[config.mk]
export PLATFORM = sky130hd
export DESIGN_NAME = pipeif_queue
export DESIGN_NICKNAME = d
export VERILOG_FILES = /design/src/rtl/pipeif_queue.sv
export SDC_FILE = /design/constraint.sdc
export NUM_CORES = 1
export LEC_CHECK = 0
export BUFFER_PORTS_ARGS = -buffer_cell sky130_fd_sc_hd__buf_2
export CAP_MARGIN = 10
export CORE_MARGIN = 2
export CORE_UTILIZATION = 50
export CTS_CLUSTER_SIZE = 25
export DETAILED_ROUTE_END_ITERATION = 12
export GPL_TIMING_DRIVEN = 0
export PLACE_DENSITY = 0.84
export SKIP_CTS_REPAIR_TIMING = 1
export SLEW_MARGIN = 0
export SYNTH_ARGS = -nofsm -noshare
export SYNTH_HDL_FRONTEND = slang
export SYNTH_SLANG_ARGS = --single-unit
[constraint.sdc]
create_clock -name clk -period 5.6 [get_ports clk]
set_input_delay 0.84 -clock clk [delete_from_list [all_inputs] [get_ports clk]]
set_output_delay 0.84 -clock clk [all_outputs]
set_load 0.05 [all_outputs]
[src/rtl/pipeif_queue.sv]
// pipeif_queue
//
// Two-entry instruction fetch queue that sits between the PC/instruction
// memory fetch stage and the decode (ID) stage. Each entry holds a
// {pc+4, instruction} pair. The queue lets fetch keep running for up to two
// cycles while ID stalls. A taken branch or jump resolved in ID discards
// every queued entry through flush.
//
// Ports
//   clk        in   1  single clock; all state changes on the rising edge
//   clr        in   1  synchronous active-high reset
//   f_pc4      in  32  pc+4 of the instruction being fetched
//   f_ins      in  32  instruction word from instruction memory
//   f_valid    in   1  fetch offers f_pc4/f_ins this cycle
//   f_ready    out  1  queue accepts this cycle (drives PC write enable)
//   d_pc4      out 32  pc+4 of the head entry
//   d_ins      out 32  head instruction (0 = nop when empty)
//   d_valid    out  1  head entry is valid
//   d_ready    in   1  ID consumes the head this cycle
//   flush      in   1  discard all entries
//   count      out  2  occupancy, 0..2
//   stall_cnt  out 32  fetch-stall cycle counter
//
// Build option
//   PIPEIF_PERF_EN  when defined, stall_cnt counts the cycles in which fetch
//                   offers an entry that the queue refuses. The counter
//                   saturates and is cleared only by clr. When the macro is
//                   undefined, stall_cnt is tied to zero and no counter is
//                   built.

module pipeif_queue (
    input  logic        clk,
    input  logic        clr,
    input  logic [31:0] f_pc4,
    input  logic [31:0] f_ins,
    input  logic        f_valid,
    output logic        f_ready,
    output logic [31:0] d_pc4,
    output logic [31:0] d_ins,
    output logic        d_valid,
    input  logic        d_ready,
    input  logic        flush,
    output logic [1:0]  count,
    output logic [31:0] stall_cnt
);

    logic [31:0] slot0_pc4_q, slot0_pc4_d;
    logic [31:0] slot0_ins_q, slot0_ins_d;
    logic [31:0] slot1_pc4_q, slot1_pc4_d;
    logic [31:0] slot1_ins_q, slot1_ins_d;
    logic [1:0]  count_q,     count_d;

    logic push;
    logic pop;

    // f_ready looks only at clr and occupancy. Keeping it independent of
    // d_ready and flush keeps the PC write enable off the ID-stage timing
    // path.
    assign f_ready = !clr && (count_q != 2'd2);
    assign d_valid = (count_q != 2'd0);
    assign d_pc4   = slot0_pc4_q;
    assign d_ins   = slot0_ins_q;
    assign count   = count_q;

    assign push = f_valid && f_ready && !flush;
    assign pop  = d_valid && d_ready;

    always_comb begin
        slot0_pc4_d = slot0_pc4_q;
        slot0_ins_d = slot0_ins_q;
        slot1_pc4_d = slot1_pc4_q;
        slot1_ins_d = slot1_ins_q;
        count_d     = count_q;

        if (clr || flush) begin
            // A pop in a flush cycle still counts as completed. The slots
            // are cleared so that an empty queue presents a nop at pc4 = 0.
            slot0_pc4_d = 32'h0;
            slot0_ins_d = 32'h0;
            slot1_pc4_d = 32'h0;
            slot1_ins_d = 32'h0;
            count_d     = 2'd0;
        end else if (pop && !push) begin
            case (count_q)
                2'd1: begin
                    slot0_pc4_d = 32'h0;
                    slot0_ins_d = 32'h0;
                    count_d     = 2'd0;
                end
                2'd2: begin
                    slot0_pc4_d = slot1_pc4_q;
                    slot0_ins_d = slot1_ins_q;
                    slot1_pc4_d = 32'h0;
                    slot1_ins_d = 32'h0;
                    count_d     = 2'd1;
                end
                default: begin
                    count_d = count_q;
                end
            endcase
        end else if (push && !pop) begin
            case (count_q)
                2'd0: begin
                    slot0_pc4_d = f_pc4;
                    slot0_ins_d = f_ins;
                    count_d     = 2'd1;
                end
                2'd1: begin
                    slot1_pc4_d = f_pc4;
                    slot1_ins_d = f_ins;
                    count_d     = 2'd2;
                end
                default: begin
                    count_d = count_q;
                end
            endcase
        end else if (push && pop) begin
            // A push together with a pop is only possible at count 1, because
            // f_ready is low at count 2. The new entry replaces the departing
            // head, so occupancy stays at 1.
            if (count_q == 2'd1) begin
                slot0_pc4_d = f_pc4;
                slot0_ins_d = f_ins;
            end
        end
    end

    always_ff @(posedge clk) begin
        if (clr) begin
            slot0_pc4_q <= 32'h0;
            slot0_ins_q <= 32'h0;
            slot1_pc4_q <= 32'h0;
            slot1_ins_q <= 32'h0;
            count_q     <= 2'd0;
        end else begin
            slot0_pc4_q <= slot0_pc4_d;
            slot0_ins_q <= slot0_ins_d;
            slot1_pc4_q <= slot1_pc4_d;
            slot1_ins_q <= slot1_ins_d;
            count_q     <= count_d;
        end
    end

`ifdef PIPEIF_PERF_EN
    logic [31:0] stall_cnt_q;

    // A stall cycle is one in which fetch offers an entry and the queue
    // refuses it. f_ready is already low during clr, so clr is excluded
    // explicitly. Flush does not touch the counter.
    always_ff @(posedge clk) begin
        if (clr) begin
            stall_cnt_q <= 32'h0;
        end else if (f_valid && !f_ready && (stall_cnt_q != 32'hFFFF_FFFF)) begin
            stall_cnt_q <= stall_cnt_q + 32'd1;
        end
    end

    assign stall_cnt = stall_cnt_q;
`else
    assign stall_cnt = 32'h0;
`endif

endmodule
# ---- Word-level counts from Yosys, hierarchy flattened
# Index checks and enable logic that the tools add are counted.
dict set report totals {
  out_inout_bits 100
  wordCells 55
  reg_bits 130
  inputBits 69
}
dict set report op_classes {
  n_reduce_logical 23
  mux 21
  eq_ne 6
}
# op n
set ops {}
lappend ops {{$mux W32} 15}
lappend ops {{$pmux W32 S2} 2}
lappend ops {{$reduce_bool A3 Y1} 3}
lappend ops {{$pmux W2 S2} 2}
lappend ops {{$logic_and A1 B1 Y1} 7}
lappend ops {{$reduce_and A3 Y1} 2}
lappend ops {{$reduce_bool A2 Y1} 3}
lappend ops {{$logic_not A1 Y1} 4}
lappend ops {{$mux W2} 2}
lappend ops {{$reduce_and A4 Y1} 1}
lappend ops {{$ne A3 B1 Y1 const B} 1}
lappend ops {{$ne A3 B2 Y1 const B} 1}
lappend ops {{$eq A2 B1 Y1 const B} 1}
lappend ops {{$eq A2 B2 Y1 const B} 1}
lappend ops {{$logic_not A2 Y1} 1}
lappend ops {{$ne A2 B1 Y1 const B} 1}
lappend ops {{$ne A2 B2 Y1 const B} 1}
lappend ops {{$reduce_or A2 Y1} 1}
lappend ops {{$logic_or A1 B1 Y1} 1}

# ---- Longest topological paths before layout
# Gate-level depths: netlist (run 1).
dict set report logic_depth {
  depth_word 8
  depth_mapped 10
  mapped_depth_nobuf 7
}

# ---- Worst setup path before layout (run 1)
# OpenSTA, ideal clock, no wires.
dict set report synth_timing {
  kind {register to output}
  start {reg count_q[0], in the netlist count[0]}
  end {out f_ready}
  path_buffers 2
  path_stages_with_launch 5
  required_ns 4.760
  arrival_ns 1.877
  setup_slack_ns 2.883
  cell_sequence {dfxtp_1 > buf_6 > and2b_2 > clkbuf_1 > nor2_1}
}
dict set report synth_via {
  elab_chain_cells 2
}
# element line
set synth_lines {}
lappend synth_lines {{from (decl)} 51} ;# logic [1:0] count_q, count_d;
lappend synth_lines {{from (signal assigned)} 140} ;# count_q <= count_d;
lappend synth_lines {{$ne A2 B2 Y1} 59} ;# assign f_ready = !clr && (count_q != 2'd2);
lappend synth_lines {{$logic_and A1 B1 Y1} 59}
lappend synth_lines {{to (decl)} 37} ;# output logic f_ready,
# No other way between the ends.

# ---- Worst setup path after layout (run 1)
dict set report layout_timing {
  start {reg count_q[1], in the netlist count[1]}
  end {out f_ready}
}
# The elaborated chain is that of the path after synthesis.

==> results of run 1 <==
final timing paths:
kind | end | slack [ps] | cells after the start
worst min-delay path | slot1_ins_q[20] | 450 | 2
worst min register to register | slot1_ins_q[20] | 450 | 2
worst max-delay path | f_ready | 2880 | 5
worst max register to register | d_ins[31] | 3010 | 9
per-stage QoR:
stage / utilization / hold WS [ps] / power, mW
2_1_floorplan: - / 432.0 / 1.128
3_3_place_gp: 0.5886 / 437.7 / 1.188
3_5_place_dp: 0.5886 / 444.9 / 1.190
4_1_cts: 0.6362 / 450.8 / 2.246
5_1_grt: 0.6365 / 469.4 / 2.317
6_report: 0.6365 / 450.0 / 2.242
cell type report:
class | count | area, um2 | area share
multi-input cells | 509 | 2809 | 0.3705
repair buffers | 136 | 680.7 | 0.08978
well taps | 147 | 183.9 | 0.02426
inverters | 3 | 11.26 | 0.001485
clock inverters | 5 | 75.07 | 0.009903
diodes | 1 | 2.502 | 0.0003301
plain buffers | 111 | 723.2 | 0.09540
flip-flops and latches | 130 | 2603 | 0.3433
clock buffers | 27 | 493.0 | 0.06503
where the power goes:
part / leakage [nW] / switching, mW / total [mW] / internal, mW
Clock: 0.279 / 0.380 / 1.07 / 0.688
Sequential: 1.05 / 0.00284 / 0.934 / 0.931
Combinational: 1.69 / 0.162 / 0.241 / 0.0792
flip-flops by register name (all words and copies together), names as in the netlist:
signal / flops
count: 2
d_ins: 32
d_pc4: 32
slot1_ins_q: 32
slot1_pc4_q: 32
critical path, stage by stage (launching register included):
cell and delay (ps):
dfxtp_1 390, buf_2 220, and2b_2 170, clkbuf_1 390, nor2_1 70, buf_2 220
routing by layer:
| layer | share of wire | GRT usage |
|---|---|---|
| met4 | 0.025 | 0.1154 |
| met2 | 0.46 | 0.4004 |
| met1 | 0.44 | 0.3276 |
| met5 | 0 | 0 |
| met3 | 0.075 | 0.06642 |
synth_stat cells, drive strengths merged, types with 3 or more instances:
| cell | count | area share |
|---|---|---|
| clkbuf | 37 | 0.025 |
| nand3 | 65 | 0.054 |
| a31oi | 64 | 0.066 |
| a21oi | 131 | 0.11 |
| a211oi | 64 | 0.080 |
| buf | 73 | 0.094 |
| nor2 | 4 | 0.0025 |
| inv | 3 | 0.0019 |
| nand2 | 64 | 0.040 |
| o21ai | 3 | 0.0025 |
| nor2b | 64 | 0.066 |
| dfxtp | 130 | 0.43 |
logic make-up (layout without fill, tap and decap cells):
| family | Yosys count | after routing | share of synthesized area |
|---|---|---|---|
| AO/OA/AOI/OAI | 268 | 268 | 0.2673 |
| buffers and inverters | 114 | 282 | 0.1218 |
| flip-flops | 130 | 130 | 0.4316 |
| other | 1 | 33 | 0.0006219 |
| AND/OR/NAND/NOR | 207 | 207 | 0.1745 |
| adder cells (fa/ha/maj) | 2 | 2 | 0.004150 |
==> impl_metrics.toml, run 1 <==
[global_route]
grt_pass1_vias = 5357
grt_pass1_wl_um = 25860
antenna_found_initial = 1
grt-ovfl-total = 0
grt_max_degree = 17
grtUsageTotal = 0.2539

[place]
postPlaceCellArea_mm2 = 0.007010
io_buffers = 136
gp_congestion = 0.8506
hpwlAfterDp_um = 11280
placed_cells = 1036
pre_cts_ws_ps = 2526

[clock_tree]
clk_latency_ps = 420
clockBufferDepth = 2
cts_buffers = 17
cts_max_level = 4
cts_root_buffer = "clkbuf_16"
cts.reportedPaths.clkPinSlew_ps = 50
cts_sinks = 130
cts_tree = "yes"

[sta]
relSlewSlack = 0.6234
maxSlewViolCount = 0
finalHoldViolations = 0
rsz0062_at_grt = "false"
setup_ws_ps = 2879
finalSetupTns_ps = 0
finClkSkew_ps = 4.933
fin_crit_sh = 0.4858
finalCriticalPeriod_ps = 2721
tightestPinTransition_ps = 563.6
fmax_mhz = 367.6
finalSetupViolCount = 0

[drt]
totalWireLength_um = 16650
drt_pass1_iterations = 6
drtIter0Drc = 440
drc = 0
vias_per_cell = 5.511
wl_per_cell_um = 15.57
antenna_left = 0
via_count = 5891

[synthesis]
synthDistinctLibCells = 34
avgSynthCellArea_um2 = 8.351
synth_edf_count = 0
ys_async_sr_fraction = 0
ys_ff_latch = 130
syn-instance-count = 722
yosysWarnings = 0
syn_area_mm2 = 0.006030
yosysSeqAreaShare = 0.4316
synth_flop_cell = "dfxtp_1"

[worst_hold_path]
min_path_type = "register to register"
min_from = "slot1_ins_q[20]"

[pwr]
power_leakage_nw = 3.021
vdd_drop_max_mv = 0.1731
power_density_mw_per_mm2 = 295.8

[floorplan]
pin_count = 169
rows = 40
die_area_mm2 = 0.01295
die_w_um = 113.8
die_h_um = 113.8
start_util = 0.5062
fp.coreArea_mm2 = 0.01191

[cells_and_area]
drive_gt1_frac = 0.2606
design_area_mm2 = 0.007581
final_common_cell = "buf_2"
fillers = 1036
final_nets = 979
layout.cells.non_filler = 1069
layout_common_cells = "buf_2, a21oi_1, dfxtp_1"
syn_to_final_growth_pct = 25.73

[setup_path]
path_class = "register to primary output"
startpoint_type = "register"
critPathCaptureType = "primary output"
reg2reg_from = "count[0]"
required_ps = 4760
path_max_fanout = 10
critPathLaunch = "count[1]"
cp.arrival_ps = 1880

[run_status]
status = "finished, final reports clean"

[run]
maxCapViolCount = 0
(Power assumes the default switching activity.)
==> inputs of run 2 (changes only) <==
- CORE_UTILIZATION: 50 -> 47
- PLACE_DENSITY: 0.84 -> 0.83
- clock period: 5.6 -> 2.4 ns (I/O delays scaled with it)
==> impl_metrics.toml, run 2 (synthesis gave the netlist of run 1 again) <==
[drt]
wl_per_cell_um = 15.55
drt_pass1_iterations = 7
totalWireLength_um = 17060
vias_per_cell = 5.368
drtIter0Drc = 415
antenna_left = 0
drc = 0
via_count = 5889

[clock_tree]
cts_max_level = 4
cts_tree = "yes"
clockBufferDepth = 2
cts_buffers = 17
clk_latency_ps = 430
cts_sinks = 130
cts_root_buffer = "clkbuf_16"
cts.reportedPaths.clkPinSlew_ps = 60

[floorplan]
rows = 41
die_area_mm2 = 0.01375
pin_count = 169
fp.coreArea_mm2 = 0.01257
start_util = 0.4797
die_w_um = 117.3
die_h_um = 117.3

[sta]
finClkSkew_ps = 7.686
finalSetupViolCount = 0
rsz0062_at_grt = "true"
tightestPinTransition_ps = 547.0
maxSlewViolCount = 0
fin_crit_sh = 0.9578
relSlewSlack = 0.6354
fmax_mhz = 435.0
finalHoldViolations = 0
finalCriticalPeriod_ps = 2299
whs_ps = 189.1

[cells_and_area]
n_antenna_cell = 0
final_common_cell = "buf_2"
layout_common_cells = "buf_2, a21oi_1, dfxtp_1"
fillers = 1077
design_area_mm2 = 0.007826
drive_gt1_frac = 0.2908
final_nets = 984
syn_to_final_growth_pct = 29.80

[setup_path]
max_stage_delay_ps = 360
path_max_fanout = 10
path_cells = "buf_6 -> nand2b_1 -> nand3_1 -> ha_4 -> or2_1 -> o211ai_1 -> and2_1 -> clkbuf_4 -> clkbuf_4 -> a211oi_1"
required_ps = 2730
path_class = "register to register"
cpMostUsedCell = "clkbuf_4"
critPathCaptureType = "register"
cp.arrival_ps = 2630
startpoint_type = "register"
slowest_stage = "ha_4"

[pwr]
internal_power_mw = 4.304
power_leakage_nw = 3.117
net-switching-power_mw = 1.368
fin_total_pwr_mw = 5.672
pwr-share-seq = 0.384
combPwrFrac = 0.102
clkPwrFrac = 0.514
vdd_drop_max_mv = 0.4493
swShare = 0.2412
power_density_mw_per_mm2 = 724.8

[worst_hold_path]
min_path_type = "input port to register"

[place]
postPlaceCellArea_mm2 = 0.007043
hpwlAfterDp_um = 11480
gp_congestion = 0.8645
io_buffers = 136

[global_route]
grt-ovfl-total = 0
grt_pass1_wl_um = 25960
grtUsageTotal = 0.2460
grt_max_degree = 17
antenna_found_initial = 1
grt_pass1_vias = 5278

[run_status]
status = "finished, final reports clean"

[run]
maxCapViolCount = 0
## run 2: power groups by stage
stage | clock network [mW] | logic [mW] | registers, mW
global placement | 0 | 0.549 | 2.22
CTS | 2.94 | 0.555 | 2.18
floorplan | 0 | 0.371 | 2.26
global route | 3.02 | 0.623 | 2.18
detailed placement | 0 | 0.552 | 2.22
finish | 2.92 | 0.578 | 2.18
## run 2: stage by stage
step	util	setup WS, ps	cells	TNS, ps
final	0.6227	101.2	1097	0
after global routing	0.6227	-12.75	1097	-51.31
after CTS	0.6130	-185.1	1092	-5714
after detailed placement	0.5604	-176.5	1061	-8094
after global placement	0.5604	-129.9	1061	-6045
after floorplan	-	83.11	753	0
## run 2: worst paths after layout
kind	from	to	slack, ps	depth (start not counted)
worst min-delay path	f_pc4[24]	slot1_pc4_q[24]	190	3
worst max-delay path	count[0]	d_ins[30]	100	10
worst max register to register	count[0]	d_ins[30]	100	10
worst min register to register	slot1_pc4_q[3]	slot1_pc4_q[3]	450	2
## run 2: layer usage
metal / up-vias / global-route usage / wire [um]
met4: 0 / 0.1035 / 291
met2: 219 / 0.3962 / 8359
met1: 2739 / 0.3119 / 7104
li1: 2903 / - / -
met5: - / 0 / 0
met3: 28 / 0.06591 / 1302
## run 2: area by class of cell
cell class	count	area (um2)	share of cell area
Multi-Input combinational cell	509	2839	0.3627
Sequential cell	130	2604	0.3327
Timing Repair Buffer	141	718.2	0.09177
Clock buffer	17	425.4	0.05436
Clock inverter	14	236.5	0.03022
Inverter	3	11.26	0.001439
Tap cell	172	215.2	0.02750
Buffer	111	777.0	0.09928
## run 2: critical path, delay by kind of cell (launching register included)
family,cells,cell delay (ps)
flip-flops,1,330
adder cells (fa/ha/maj),1,360
AND/OR/NAND/NOR,4,600
AO/OA/AOI/OAI,2,360
buffers and inverters,3,550
